--- src/rtl/sprite_pkg.sv ---
// rtl/sprite_pkg.sv - sprite geometry, shared types and row reader state encoding
package sprite_pkg;
    localparam int SPRITE_NUM = 16;
    localparam int SPRITE_W   = 32;
    localparam int SPRITE_H   = 32;
    // Byte-address width of one sprite; the read port addresses nibbles, one bit wider.
    localparam int SPRITE_ADDR_SIZE = $clog2(SPRITE_W * SPRITE_H / 2);
    localparam int ID_W  = $clog2(SPRITE_NUM);
    localparam int ROW_W = $clog2(SPRITE_H);
    localparam int COL_W = $clog2(SPRITE_W);

    typedef logic [ID_W-1:0]           sprite_id_t;
    typedef logic [SPRITE_ADDR_SIZE:0] sprite_addr_t;
    typedef logic [ROW_W-1:0]          row_t;
    typedef logic [COL_W-1:0]          col_t;

    typedef struct packed {
        logic [3:0] pix;
        logic       last;
    } pix_entry_t;

    typedef enum logic [1:0] {IDLE, FETCH, DRAIN} row_state_e;

    function automatic sprite_addr_t row_addr(input row_t row, input col_t col);
        return sprite_addr_t'(row) * sprite_addr_t'(SPRITE_W) + sprite_addr_t'(col);
    endfunction
endpackage

--- src/rtl/sync_fifo_small.sv ---
// rtl/sync_fifo_small.sv - small power-of-two synchronous FIFO with flush
module sync_fifo_small #(
    parameter int DEPTH = 2,
    parameter int WIDTH = 5
) (
    input  logic                    clock,
    input  logic                    reset,
    input  logic                    flush,
    input  logic                    push,
    input  logic [WIDTH-1:0]        push_data,
    input  logic                    pop,
    output logic [WIDTH-1:0]        pop_data,
    output logic [$clog2(DEPTH):0]  count
);
    localparam int PW = $clog2(DEPTH);
    localparam logic [PW:0] FULL = (PW+1)'(DEPTH);

    logic [WIDTH-1:0] mem_q [DEPTH];
    logic [WIDTH-1:0] mem_d [DEPTH];
    logic [PW-1:0]    wr_ptr_q, wr_ptr_d, rd_ptr_q, rd_ptr_d;
    logic [PW:0]      count_q, count_d;
    logic             do_push, do_pop;

    always_comb begin
        do_pop   = pop && (count_q != '0);
        do_push  = push && ((count_q != FULL) || do_pop);
        mem_d    = mem_q;
        wr_ptr_d = wr_ptr_q;
        rd_ptr_d = rd_ptr_q;
        count_d  = count_q;
        if (flush) begin
            wr_ptr_d = '0;
            rd_ptr_d = '0;
            count_d  = '0;
        end else begin
            if (do_push) begin
                mem_d[wr_ptr_q] = push_data;
                wr_ptr_d        = wr_ptr_q + 1'b1;
            end
            if (do_pop) rd_ptr_d = rd_ptr_q + 1'b1;
            case ({do_push, do_pop})
                2'b10:   count_d = count_q + 1'b1;
                2'b01:   count_d = count_q - 1'b1;
                default: count_d = count_q;
            endcase
        end
    end

    always_ff @(posedge clock) begin
        if (!reset) begin
            wr_ptr_q <= '0;
            rd_ptr_q <= '0;
            count_q  <= '0;
        end else begin
            wr_ptr_q <= wr_ptr_d;
            rd_ptr_q <= rd_ptr_d;
            count_q  <= count_d;
        end
        mem_q <= mem_d;
    end

    assign pop_data = mem_q[rd_ptr_q];
    assign count    = count_q;
endmodule

--- src/rtl/sprite_row_reader.sv ---
// rtl/sprite_row_reader.sv - fetches one sprite row from sprite_storage and streams its pixels
module sprite_row_reader import sprite_pkg::*; #(
    parameter int FIFO_DEPTH = 2
) (
    input  logic                      clock,
    input  logic                      reset,
    input  logic                      req_valid,
    output logic                      req_ready,
    input  logic [ID_W-1:0]           req_select,
    input  logic [ROW_W-1:0]          req_row,
    input  logic                      req_flip,
    input  logic                      abort,
    output logic [ID_W-1:0]           r_select,
    output logic [SPRITE_ADDR_SIZE:0] r_addr,
    input  logic [3:0]                r_data,
    output logic                      pix_valid,
    input  logic                      pix_ready,
    output logic [3:0]                pix_data,
    output logic                      pix_last
);
    localparam int CW = $clog2(FIFO_DEPTH) + 1;

    row_state_e   state_q, state_d;
    sprite_id_t   sel_q, sel_d;
    row_t         row_q, row_d;
    logic         flip_q, flip_d;
    col_t         col_cnt_q, col_cnt_d;
    logic         inflight_q, inflight_d;
    logic         last_inflight_q, last_inflight_d;
    sprite_addr_t r_addr_q, r_addr_d;

    logic [CW-1:0] fifo_count;
    pix_entry_t    head, entry_in;
    logic          push, pop, issue, last_col;
    col_t          col;
    sprite_addr_t  addr_now;

    always_comb begin
        pix_valid = (fifo_count != '0);
        pix_data  = head.pix;
        pix_last  = pix_valid && head.last;
        pop       = pix_valid && pix_ready;
        push      = inflight_q && !abort;
        last_col  = (col_cnt_q == col_t'(SPRITE_W - 1));
        col       = flip_q ? col_t'(SPRITE_W - 1) - col_cnt_q : col_cnt_q;
        addr_now  = row_addr(row_q, col);
        // Crediting this cycle's pop keeps one read per cycle flowing with a 2-entry FIFO.
        issue     = reset && !abort && (state_q == FETCH)
                    && (int'(fifo_count) + int'(inflight_q) - int'(pop) < FIFO_DEPTH);
        r_addr    = issue ? addr_now : r_addr_q;
        r_select  = sel_q;
        req_ready = (state_q == IDLE);
        entry_in.pix  = r_data;
        entry_in.last = last_inflight_q;

        state_d         = state_q;
        sel_d           = sel_q;
        row_d           = row_q;
        flip_d          = flip_q;
        col_cnt_d       = col_cnt_q;
        inflight_d      = issue;
        last_inflight_d = issue && last_col;
        r_addr_d        = r_addr;

        case (state_q)
            IDLE: begin
                if (req_valid && !abort) begin
                    sel_d     = req_select;
                    row_d     = req_row;
                    flip_d    = req_flip;
                    col_cnt_d = '0;
                    state_d   = FETCH;
                end
            end
            FETCH: begin
                if (issue) begin
                    col_cnt_d = col_cnt_q + 1'b1;
                    if (last_col) state_d = DRAIN;
                end
            end
            DRAIN: begin
                if (fifo_count == '0 && !inflight_q) state_d = IDLE;
            end
            default: state_d = IDLE;
        endcase
        if (abort) state_d = IDLE;
    end

    always_ff @(posedge clock) begin
        if (!reset) begin
            state_q         <= IDLE;
            sel_q           <= '0;
            row_q           <= '0;
            flip_q          <= 1'b0;
            col_cnt_q       <= '0;
            inflight_q      <= 1'b0;
            last_inflight_q <= 1'b0;
            r_addr_q        <= '0;
        end else begin
            state_q         <= state_d;
            sel_q           <= sel_d;
            row_q           <= row_d;
            flip_q          <= flip_d;
            col_cnt_q       <= col_cnt_d;
            inflight_q      <= inflight_d;
            last_inflight_q <= last_inflight_d;
            r_addr_q        <= r_addr_d;
        end
    end

    sync_fifo_small #(
        .DEPTH (FIFO_DEPTH),
        .WIDTH ($bits(pix_entry_t))
    ) u_fifo (
        .clock     (clock),
        .reset     (reset),
        .flush     (abort),
        .push      (push),
        .push_data (entry_in),
        .pop       (pop),
        .pop_data  (head),
        .count     (fifo_count)
    );
endmodule

--- config.mk ---
export PLATFORM = sky130hd
export DESIGN_NAME = sprite_row_reader
export DESIGN_NICKNAME = d
export VERILOG_FILES = /design/src/rtl/sprite_pkg.sv /design/src/rtl/sync_fifo_small.sv /design/src/rtl/sprite_row_reader.sv
export SDC_FILE = /design/constraint.sdc
export NUM_CORES = 1
export LEC_CHECK = 0
export CAP_MARGIN = 20
export CORE_MARGIN = 2
export CORE_UTILIZATION = 25
export CTS_BUF_LIST = sky130_fd_sc_hd__clkbuf_4 sky130_fd_sc_hd__clkbuf_8
export DETAILED_ROUTE_END_ITERATION = 16
export DONT_BUFFER_PORTS = 1
export GPL_TIMING_DRIVEN = 0
export PLACE_DENSITY = 0.46
export SETUP_SLACK_MARGIN = 0.3
export SLEW_MARGIN = 10
export SYNTH_ARGS = -nofsm -noshare
export SYNTH_HDL_FRONTEND = slang
export SYNTH_SLANG_ARGS = --single-unit
--- constraint.sdc ---
create_clock -name clock -period 3.4 [get_ports clock]
set_input_delay 0.68 -clock clock [delete_from_list [all_inputs] [get_ports clock]]
set_output_delay 0.68 -clock clock [all_outputs]
set_load 0.1 [all_outputs]
======== Word-level counts from Yosys, hierarchy flattened ========
Cells that the tools add are included.
Widths: inputs -> output; s select.
word-level totals
  register bits ........................... 43
  input port bits ......................... 19
  output and inout bits ................... 21
  logic and storage cells ................. 82
operators by class
  $add $sub $neg .......................... 9
  $lt $le $gt $ge ......................... 4
  eq/ne operators ......................... 10
  multiplexer cells ....................... 17
  bitwise operators ....................... 4
  reduce and logical (&&, ||, !) cells .... 25
operators with widths
  cell                 count
  $mux 5               7
  $logic_and 1x1->1    12
  $add 10x5->10        1
  $bwmux 10            1
  $mux 10              1
  $pmux 5 s2           1
  $mux 2               4
  $ne 2x2->1 const B   4
  $pmux 2 s3           1
  $reduce_bool 2->1    3
  $add 5x1->5 const B  1
  $demux 5 s1          1
  $eq 5x5->1 const B   1
  $sub 5x5->5 const A  1
  $eq 2x1->1 const B   2
  $eq 2x2->1 const B   2
  $ge 2x2->1 const B   2
  $logic_not 2->1      2
  $lt 4x3->1 const B   1
  $not 1->2            2
  $pmux 2 s2           1
  $reduce_and 2->1     2
  $reduce_and 4->1     1
  $sub 3x1->4          1
  other kinds (11)     14

======== Depth between registers and ports, before layout ========
Gate-level depths: netlist of run 1.
  depth in word-level cells ............... 7
  gate-level depth with buffers ........... 11
  depth with buffers taken out ............ 9

======== Modules after synthesis ========
From an unflattened synthesis of run 1, not the netlist that was laid out.
second synthesis, totals
  cell total of the unflattened synthesis .. 209
  area total of the unflattened synthesis .. 2005.7 um^2
by module, submodules not included
  module             times used  cells each  area an instance (um^2)  seq. area each (um^2)
  sprite_row_reader  1           170         1435.1                   580.6
  sync_fifo_small    1           39          570.5                    380.4

======== Worst setup path before layout of run 1 ========
No wires, ideal clock.
  path type ............................... flip-flop to output port
  start ................................... register u_fifo.count_q[1], in the netlist u_fifo.count[1]
  end ..................................... output r_addr[0]
  arrival ................................. 4279 ps
  required time ........................... 2720 ps
  slack ................................... -1559 ps
  cell stages (with the launch flop) ...... 10
  buffers on the path ..................... 1
  cell sequence ........................... dfxtp_1 > or2_2 > and2_1 > ha_1 > nand2b_1 > fa_1 > a221oi_2 > clkbuf_1 > nor3_1 > nor2_1
on the way
  cells in the longest elaborated chain, start to end .. 6
  elaborated cells on any way between the ends .. 7
  classes of those cells .................. 2 x add/sub; 1 x order compare; 1 x mux; 3 x reduce/logical
ends and longest elaborated chain
  what                      line                     source
  start: declaration        sync_fifo_small.sv:21    logic [PW:0] count_q, count_d;
  start signal: assignment  sync_fifo_small.sv:57    count_q <= count_d;
  $reduce_bool 2->1         sprite_row_reader.sv:39  pix_valid = (fifo_count != '0);
  via pix_valid             sprite_row_reader.sv:16  output logic pix_valid,
  $logic_and 1x1->1         sprite_row_reader.sv:42  pop = pix_valid && pix_ready;
  $sub 3x1->4               sprite_row_reader.sv:49  && (int'(fifo_count) + int'(inflight_q) - int'(pop) < FIFO_DEPTH);
  $lt 4x3->1                sprite_row_reader.sv:49
  $logic_and 1x1->1         sprite_row_reader.sv:49
  $mux 10                   sprite_row_reader.sv:50  r_addr = issue ? addr_now : r_addr_q;
  end: declaration          sprite_row_reader.sv:14  output logic [SPRITE_ADDR_SIZE:0] r_addr,
The timed path passes the listed nets, and every way through them passes these cells.

======== Final worst setup path of run 1 ========
Ends and elaborated chain as after synthesis.

==> results.json, run 1 <==
{
  "status": "finished with violations",
  "violations": "setup timing",
  "synthTopCellsByArea": "dfxtp_1 (35%), edfxtp_1 (16%), a21oi_1 (6.9%)",
  "initial_core_util_pct": 26.0,
  "finalSetupViolCount": 10,
  "drc": 0,
  "synthCells": 207,
  "yosysTopAreaCell": "dfxtp_1",
  "cp-end-kind": "primary output",
  "grt_overflow": 0,
  "ir_drop_uv": 208,
  "antenna_found_initial": 0,
  "clock.fmax_ghz": 0.250,
  "cts_hold_buf": 0,
  "synthMuxAreaShare_pct": 3.95,
  "cts_buffers": 5,
  "postLayoutCoreUtil_pct": 37.8,
  "synth_area_per_cell_um2": 9.18,
  "yosysTopAreaCellShare_pct": 34.8,
  "fin_nets": 261,
  "yosys_most_used_dff": "dfxtp_1",
  "tns_ns": -5.46,
  "final_max_slew_viol_count": 0,
  "worstPathMaxFanout": 8,
  "core_um2": 7290,
  "die-area_um2": 8310,
  "synth_xor_area_share_pct": 4.15,
  "io_buffers": 0,
  "cp.required_ns": 2.72,
  "fp-row-count": 31,
  "tightest_slew_ns": 0.970,
  "drt_iter0_markers": 36,
  "netlist_area_um2": 1900,
  "drt-total-wl_um": 4710,
  "power.leakage_nw": 0.978,
  "setup_ws_ns": -0.593,
  "fin_crit_sh_pct": 117,
  "hold_viol": 0,
  "finClkSkew_ns": 0.00876,
  "place_hpwl_um": 3190,
  "rsz0062_at_grt": "yes",
  "n_antenna_cell": 0,
  "maxCapViolations": 0,
  "criticalPathCategory": "reg -> out",
  "syn_to_final_growth_pct": 45.1,
  "cts-root-buf": "clkbuf_8",
  "yosysUniqueCellTypes": 32,
  "grt_pass1_vias": 1640,
  "path_clk_slew_ns": 0.08,
  "die_w_um": 91.2,
  "synth_fp_nets": 232,
  "hold_path.class": "reg -> reg",
  "drt-vias-per-instance": 4.56,
  "fp.dieH_um": 91.2,
  "crit_path_start_kind": "flip-flop",
  "num_io_pins": 40,
  "async_flop_share_pct": 0,
  "drive_above_1_share_pct": 34.6,
  "grt_util_all_layers_pct": 12.2,
  "dp_cells": 309,
  "ys_warn_count": 0,
  "dr.pass1.iters": 3,
  "stdcell_count": 336,
  "insertion_delay_ns": 0.30,
  "period_needed_ns": 3.99,
  "relSlewSlack_pct": 35.3,
  "ant_nets": 0,
  "htreeDepth": 2,
  "clockBufferDepth": 2,
  "ys_seq_elements": 43,
  "grt_max_degree": 15,
  "synth_simple_gate_area_share_pct": 20.1,
  "seq_area_frac_synth_pct": 50.6,
  "place_congestion": 0.763,
  "wire_per_inst_um": 14.0,
  "grt_pass1_wl_um": 8090,
  "synthAdderAreaFrac_pct": 4.35,
  "via_count": 1532,
  "tritoncts": "built",
  "synth_top_family_by_area": "simple AND/OR/NAND/NOR gates",
  "cts_sinks": 43,
  "synth_edf_count": 10,
  "arrival_ns": 3.31,
  "total_power_w": 0.00102,
  "synth_compound_area_share_pct": 12.9,
  "p_per_area_nw_per_um2": 372
}
## worst max-delay path, cell delays in order, from the launching register on
cell and delay (ns):
dfxtp_4 0.35, or2_4 0.38, and2_4 0.20, ha_4 0.20, nand2b_4 0.14, fa_2 0.60
a21boi_4 0.09, or3_1 0.32, buf_6 0.14, clkbuf_16 0.17, nor3_4 0.25, nor2_4 0.18
## synth_stat cells, types with 3 or more instances
master,instances
a21oi_1,26
and2_1,3
and3_1,3
buf_2,3
clkbuf_1,9
dfxtp_1,33
edfxtp_1,10
ha_1,5
inv_1,6
mux2_2,4
mux2i_1,3
nand2_1,29
nand2b_1,4
nand3_1,9
nor2_1,11
nor3_1,14
o21ai_0,3
o21ai_1,6
or3_1,4
xnor2_1,3
xor2_1,6
## cell families after synthesis
family / after synthesis
multiplexers: 7
AND/OR/NAND/NOR: 81
buffers and inverters: 19
XOR/XNOR: 9
adder cells (fa/ha/maj): 6
flip-flops: 43
AO/OA/AOI/OAI: 42
## final cells by class
cell class | count | area, µm²
plain buffers | 13 | 118
fillers | 761 | 4540
well taps | 99 | 124
multi-input cells | 145 | 1220
repair buffers | 22 | 193
flip-flops and latches | 43 | 968
clock buffers | 5 | 68.8
inverters | 6 | 22.5
clock inverters | 3 | 43.8
## power by group
group	internal (W)	switching [W]	leakage (nW)	total (W)
Combinational	0.0000203	0.0000513	0.565	0.0000715
Sequential	0.000527	0.0000204	0.355	0.000548
Clock	0.000219	0.000185	0.0581	0.000404
Total	0.000767	0.000257	0.978	0.00102
## worst paths after layout
kind / slack (ns) / startpoint / end / cells past startpoint
worst max register to register: 0.24 / u_fifo.count[1] / col_cnt_q[0] / 11
worst min-delay path: 0.44 / last_inflight_q / u_fifo.mem_q[0] / 0
worst max-delay path: -0.59 / u_fifo.count[1] / r_addr[0] / 11
worst min register to register: 0.44 / last_inflight_q / u_fifo.mem_q[0] / 0
## metrics by stage
stage / cell area [µm²] / hold slack [ns] / worst slack (ns)
final: 2760 / 0.441 / -0.593
after global routing: 2760 / 0.457 / -0.682
after CTS: 2700 / 0.445 / -0.623
after detailed placement: 2290 / 0.423 / -0.590
after global placement: 2230 / 0.419 / -0.592
after floorplan: 2110 / 0.404 / -0.313
## sequential cells by signal (all words and copies together) (netlist names)
| register | cells |
|---|---|
| u_fifo.wr_ptr_q | 1 |
| u_fifo.rd_ptr_q | 1 |
| u_fifo.count | 2 |
| flip_q | 1 |
| inflight_q | 1 |
| row_q | 5 |
| r_select | 4 |
| last_inflight_q | 1 |
| u_fifo.mem_q | 10 |
| col_cnt_q | 5 |
| state_q | 2 |
| r_addr_q | 10 |
## what timing repair did
item | 4_1_cts | 5_1_grt
gates resized for setup | 30 | 7
buffers inserted | 16 | 3
endpoints found under the setup margin | 20 | 23
endpoints found under the hold margin | 0 | 0
pin swaps | 33 | 19
## layout by cell type (no fill, tap or decap), types with 7 or more instances in the layout
cell      Yosys  final
a21oi_1      26     24
buf_4         0     18
dfxtp_1      33     31
edfxtp_1     10     10
nand2_1      29     24
nor3_4        0      7
## routing by layer
layer  track usage [%]  up-vias  part of all wire (%)
li1                  -      775                     -
met1              14.8      717                    45
met2              20.6       35                    47
met3              4.40        5                   7.0
met4              3.41        0                   1.2
met5                 0        -                     0
(Power assumes the default switching activity.)
==> inputs of run 2 (changes only) <==
Settings changed: MAX_ROUTING_LAYER from default to met4.
==> run 2 against run 1 <==
The flow still finishes with violations (setup timing). Critical path depth unchanged. Maximum frequency hardly changed. Total power fell by 0.18%. Non-clock buffer count is the same. Worst hold slack is essentially flat. Largest power group unchanged.
==> results.json, run 2 (synthesized netlist as in run 1, its figures left out) <==
{
  "cts_buffers": 5,
  "fin_crit_sh_pct": 117,
  "cts-root-buf": "clkbuf_8",
  "multi_input_area_um2": 1220,
  "fin_nets": 261,
  "postLayoutCoreUtil_pct": 37.8,
  "relSlewSlack_pct": 35.3,
  "grt_pass1_wl_um": 8090,
  "r2r-start": "u_fifo.count[1]",
  "criticalPathCategory": "reg -> out",
  "worstPathMaxFanout": 8,
  "antenna_found_initial": 0,
  "clockBufferDepth": 2,
  "min_from": "last_inflight_q",
  "tritoncts": "built",
  "fp.dieH_um": 91.2,
  "core_um2": 7290,
  "grt_util_all_layers_pct": 12.5,
  "hold_path.class": "reg -> reg",
  "drt-vias-per-instance": 4.56,
  "final_cell_area_um2": 2760,
  "wire_per_inst_um": 14.0,
  "setup_ws_ns": -0.593,
  "grt_max_degree": 15,
  "tightest_slew_ns": 0.970,
  "finClkSkew_ns": 0.00658,
  "mostFrequentLayoutCells": "dfxtp_1 (31), a21oi_1 (24), nand2_1 (24)",
  "r2r_end": "col_cnt_q[0]",
  "cpMaxStageDelayCell": "fa_2",
  "reg2reg_depth": 11,
  "placed_area_um2": 2290,
  "path_clk_slew_ns": 0.08,
  "status": "finished with violations",
  "dr.pass1.iters": 3,
  "io_buffers": 0,
  "clock.fmax_ghz": 0.250,
  "drive_above_1_share_pct": 34.6,
  "drc": 0,
  "critPathMaxStageDelay_ns": 0.60,
  "cp.required_ns": 2.72,
  "reg_top3": "r_addr_q (10), u_fifo.mem_q (10)",
  "worstHoldEndpoint": "u_fifo.mem_q[0]",
  "violations": "setup timing",
  "n_antenna_cell": 0,
  "cp-end-kind": "primary output",
  "cts_sinks": 43,
  "critPathTopFamily": "simple AND/OR/NAND/NOR gates",
  "insertion_delay_ns": 0.30,
  "regArea_um2": 968,
  "place_congestion": 0.773,
  "syn_to_final_growth_pct": 45.1,
  "grt_pass1_vias": 1643,
  "place_hpwl_um": 3190,
  "maxCapViolations": 0,
  "final_max_slew_viol_count": 0,
  "cp_cell_sequence": "or2_4 > and2_4 > ha_4 > nand2b_4 > fa_2 > a21boi_4 > or3_1 > buf_6 > clkbuf_16 > nor3_4 > nor2_4",
  "fp-row-count": 31,
  "ir_drop_uv": 206,
  "grt_overflow": 0,
  "die-area_um2": 8310,
  "period_needed_ns": 3.99,
  "final_common_cell": "dfxtp_1",
  "worst-path-buf-inv": 2,
  "drt-total-wl_um": 4710,
  "arrival_ns": 3.31,
  "rsz0062_at_grt": "yes",
  "p_per_area_nw_per_um2": 371,
  "power.leakage_nw": 0.978,
  "htreeDepth": 2,
  "ant_nets": 0,
  "finalSetupViolCount": 10,
  "via_count": 1531,
  "crit_path_start_kind": "flip-flop",
  "initial_core_util_pct": 26.0,
  "rrSetupSlack_ns": 0.23,
  "drt_iter0_markers": 28,
  "hold_viol": 0,
  "die_w_um": 91.2,
  "holdPathStages": 0,
  "num_io_pins": 40,
  "fillers": 761
}
-- run 2: cell counts in the layout (fill, tap and decap cells not counted) --
No cell type changed its count.
-- run 2: power breakdown --
part / switching [W] / leakage [nW] / total, W / internal (W)
sequential: 0.0000204 / 0.355 / 0.000548 / 0.000527
combinational: 0.0000512 / 0.565 / 0.0000715 / 0.0000203
clock: 0.000184 / 0.0581 / 0.000403 / 0.000219
-- run 2: final cells by class --
cell class,count,share of cell area [%]
timing repair buffer,22,6.99
clock inverter,3,1.59
clock buffer,5,2.50
multi-input combinational,145,44.2
inverter,6,0.817
buffer,13,4.27
sequential,43,35.1
tap,99,4.50
-- run 2: repair_timing --
action	CTS	global route
resized for setup	30	7
hold buffers	0	0
setup buffers	16	3
pin swaps	33	19
setup endpoints to repair	20	23
-- run 2: stage by stage --
stage	hold slack [ns]	instances	setup slack, ns	total power (W)	setup TNS (ns)
CTS	0.445	333	-0.623	0.00104	-6.05
detailed placement	0.423	309	-0.590	0.000626	-4.94
global placement	0.419	306	-0.592	0.000622	-4.92
floorplan	0.404	207	-0.313	0.000612	-2.57
finish	0.441	336	-0.593	0.00102	-5.46
global route	0.457	336	-0.682	0.00107	-6.41
-- run 2: how the worst max path moves through the flow --
| stage | startpoint | slack (ns) | to | cells past startpoint |
|---|---|---|---|---|
| 5_1_grt | u_fifo.count[1] | -0.68 | r_addr[1] | 11 |
| 3_3_place_gp | u_fifo.count[0] | -0.59 | r_addr[3] | 10 |
| 3_5_place_dp | u_fifo.count[0] | -0.59 | r_addr[3] | 10 |
| 6_report | u_fifo.count[1] | -0.59 | r_addr[0] | 11 |
| 2_1_floorplan | u_fifo.count[1] | -0.31 | r_addr[0] | 9 |
| 4_1_cts | u_fifo.count[0] | -0.62 | r_addr[8] | 11 |
-- run 2: layer usage --
| metal | vias up | wire (µm) | track usage (%) |
|---|---|---|---|
| met1 | 715 | 2090 | 14.9 |
| met2 | 35 | 2250 | 20.6 |
| met3 | 5 | 317 | 4.07 |
| met4 | 0 | 56 | 3.41 |
| met5 | - | 0 | - |
| li1 | 776 | - | - |
==> inputs of run 3 (changes only) <==
--- a/config.mk
+++ b/config.mk
@@ -7,2 +7,3 @@
 export LEC_CHECK = 0
+export ABC_CLOCK_PERIOD_IN_PS = 3400
 export CAP_MARGIN = 20
@@ -17,2 +18,3 @@
 export SETUP_SLACK_MARGIN = 0.3
+export SKIP_CTS_REPAIR_TIMING = 1
 export SLEW_MARGIN = 10
--- a/constraint.sdc
+++ b/constraint.sdc
@@ -3,2 +3,2 @@
 set_output_delay 0.68 -clock clock [all_outputs]
-set_load 0.1 [all_outputs]
+set_load 0.02 [all_outputs]
==> run 3 against run 2 <==
The flow still finishes with violations (setup timing). Register-to-register slack gained 0.23 ns. Maximum frequency grew 6.6%. First-iteration DRC count grew 75%. Non-clock buffer count shrank 9. Worst hold slack lost 0.0020 ns. Total power shrank 9.6%. Sequential share of layout area grew 3.0 points. Final cell count shrank 2.7%. Worst setup slack gained 0.25 ns. Critical path depth is the same.
==> results.json, run 3 (synthesized netlist as in run 1, its figures left out) <==
{
  "whs_ns": 0.439,
  "finClkSkew_ns": 0.0109,
  "grt_max_degree": 16,
  "rrSetupSlack_ns": 0.46,
  "hold_path.class": "reg -> reg",
  "path_clk_slew_ns": 0.08,
  "wire_per_inst_um": 13.8,
  "dp_worst_setup_slack_ns": -0.259,
  "grt_pass1_wl_um": 7380,
  "status": "finished with violations",
  "placed_area_um2": 2240,
  "worstPathMaxFanout": 7,
  "drt_iter0_markers": 49,
  "r2r-start": "u_fifo.count[1]",
  "hold_viol": 0,
  "cts-root-buf": "clkbuf_8",
  "mostFrequentLayoutCells": "dfxtp_1 (31), a21oi_1 (24), nand2_1 (24)",
  "drive_above_1_share_pct": 28.5,
  "via_count": 1472,
  "crit_end": "r_addr[1]",
  "startpoint": "u_fifo.count[1]",
  "arrival_ns": 3.06,
  "cp.required_ns": 2.72,
  "drt-vias-per-instance": 4.50,
  "fin_crit_sh_pct": 110,
  "dr.pass1.iters": 4,
  "ir_drop_uv": 248,
  "io_buffers": 0,
  "criticalPathCategory": "reg -> out",
  "cpMaxStageDelayCell": "fa_2",
  "ant_nets": 0,
  "relSlewSlack_pct": 61.9,
  "critPathTopFamily": "simple AND/OR/NAND/NOR gates",
  "postLayoutCoreUtil_pct": 34.7,
  "cp.depth": 11,
  "syn_to_final_growth_pct": 33.4,
  "die-area_um2": 8310,
  "critPathMaxStageDelay_ns": 0.59,
  "clockBufferDepth": 2,
  "power.leakage_nw": 0.891,
  "tritoncts": "built",
  "r2r_end": "col_cnt_q[0]",
  "initial_core_util_pct": 26.0,
  "place_hpwl_um": 3070,
  "core_um2": 7290,
  "final_max_slew_viol_count": 0,
  "drt-total-wl_um": 4500,
  "crit_path_start_kind": "flip-flop",
  "violations": "setup timing",
  "tightest_slew_ns": 0.571,
  "antenna_found_initial": 0,
  "cp-end-kind": "primary output",
  "final_cell_area_um2": 2530,
  "fillers": 786,
  "finalSetupViolCount": 10,
  "cp_cell_sequence": "or2_4 > and2_4 > ha_4 > nand2b_4 > fa_2 > a21boi_4 > or3_4 > buf_8 > clkbuf_16 > nor3_4 > nor2_4",
  "fp.dieH_um": 91.2,
  "period_needed_ns": 3.74,
  "n_antenna_cell": 0,
  "place_congestion": 0.742,
  "reg2reg_depth": 10,
  "htreeDepth": 2,
  "drc": 0,
  "maxCapViolations": 0,
  "cts_buffers": 5,
  "fp-row-count": 31,
  "die_w_um": 91.2,
  "p_per_area_nw_per_um2": 365,
  "final_common_cell": "dfxtp_1",
  "clock.fmax_ghz": 0.267,
  "tns_ns": -2.87,
  "grt_util_all_layers_pct": 11.8,
  "fin_nets": 252,
  "grt_pass1_vias": 1481,
  "num_io_pins": 40,
  "worst-path-buf-inv": 2,
  "grt_overflow": 0,
  "cts_sinks": 43,
  "reg_top3": "r_addr_q (10), u_fifo.mem_q (10)",
  "setup_ws_ns": -0.345,
  "insertion_delay_ns": 0.30,
  "rsz0062_at_grt": "yes"
}
run 3: worst min path at each step:
| stage | cells after the start | from | endpoint |
|---|---|---|---|
| 2_1_floorplan | 0 | last_inflight_q | u_fifo.mem_q[0] |
| 3_3_place_gp | 0 | last_inflight_q | u_fifo.mem_q[0] |
| 3_5_place_dp | 0 | last_inflight_q | u_fifo.mem_q[0] |
| 4_1_cts | 0 | last_inflight_q | u_fifo.mem_q[0] |
| 5_1_grt | 0 | last_inflight_q | u_fifo.mem_q[0] |
| 6_report | 0 | last_inflight_q | u_fifo.mem_q[5] |
run 3: power breakdown:
part	internal [W]	switching [W]
Sequential	0.000528	0.00000683
Combinational	0.0000165	0.0000333
Clock	0.000148	0.000192
run 3: final cells by class:
class | instances | area [µm²] | area share, %
clock inverter | 3 | 22.5 | 0.889
multi-input combinational | 145 | 1120 | 44.4
buffer | 13 | 104 | 4.10
clock buffer | 5 | 68.8 | 2.72
inverter | 6 | 22.5 | 0.889
timing repair buffer | 13 | 101 | 4.00
tap | 99 | 124 | 4.89
sequential | 43 | 966 | 38.1
run 3: routing by layer:
layer	vias up	share of wire, %	global-route usage, %
met5	-	0	-
met4	0	1.7	4.55
met3	6	3.5	2.74
met2	28	47	18.7
met1	682	48	14.7
li1	756	-	-
run 3: through the flow:
stage / std cells / total power (W)
3_3_place_gp: 306 / 0.000594
5_1_grt: 327 / 0.000964
3_5_place_dp: 306 / 0.000595
4_1_cts: 314 / 0.000943
6_report: 327 / 0.000924
2_1_floorplan: 207 / 0.000584
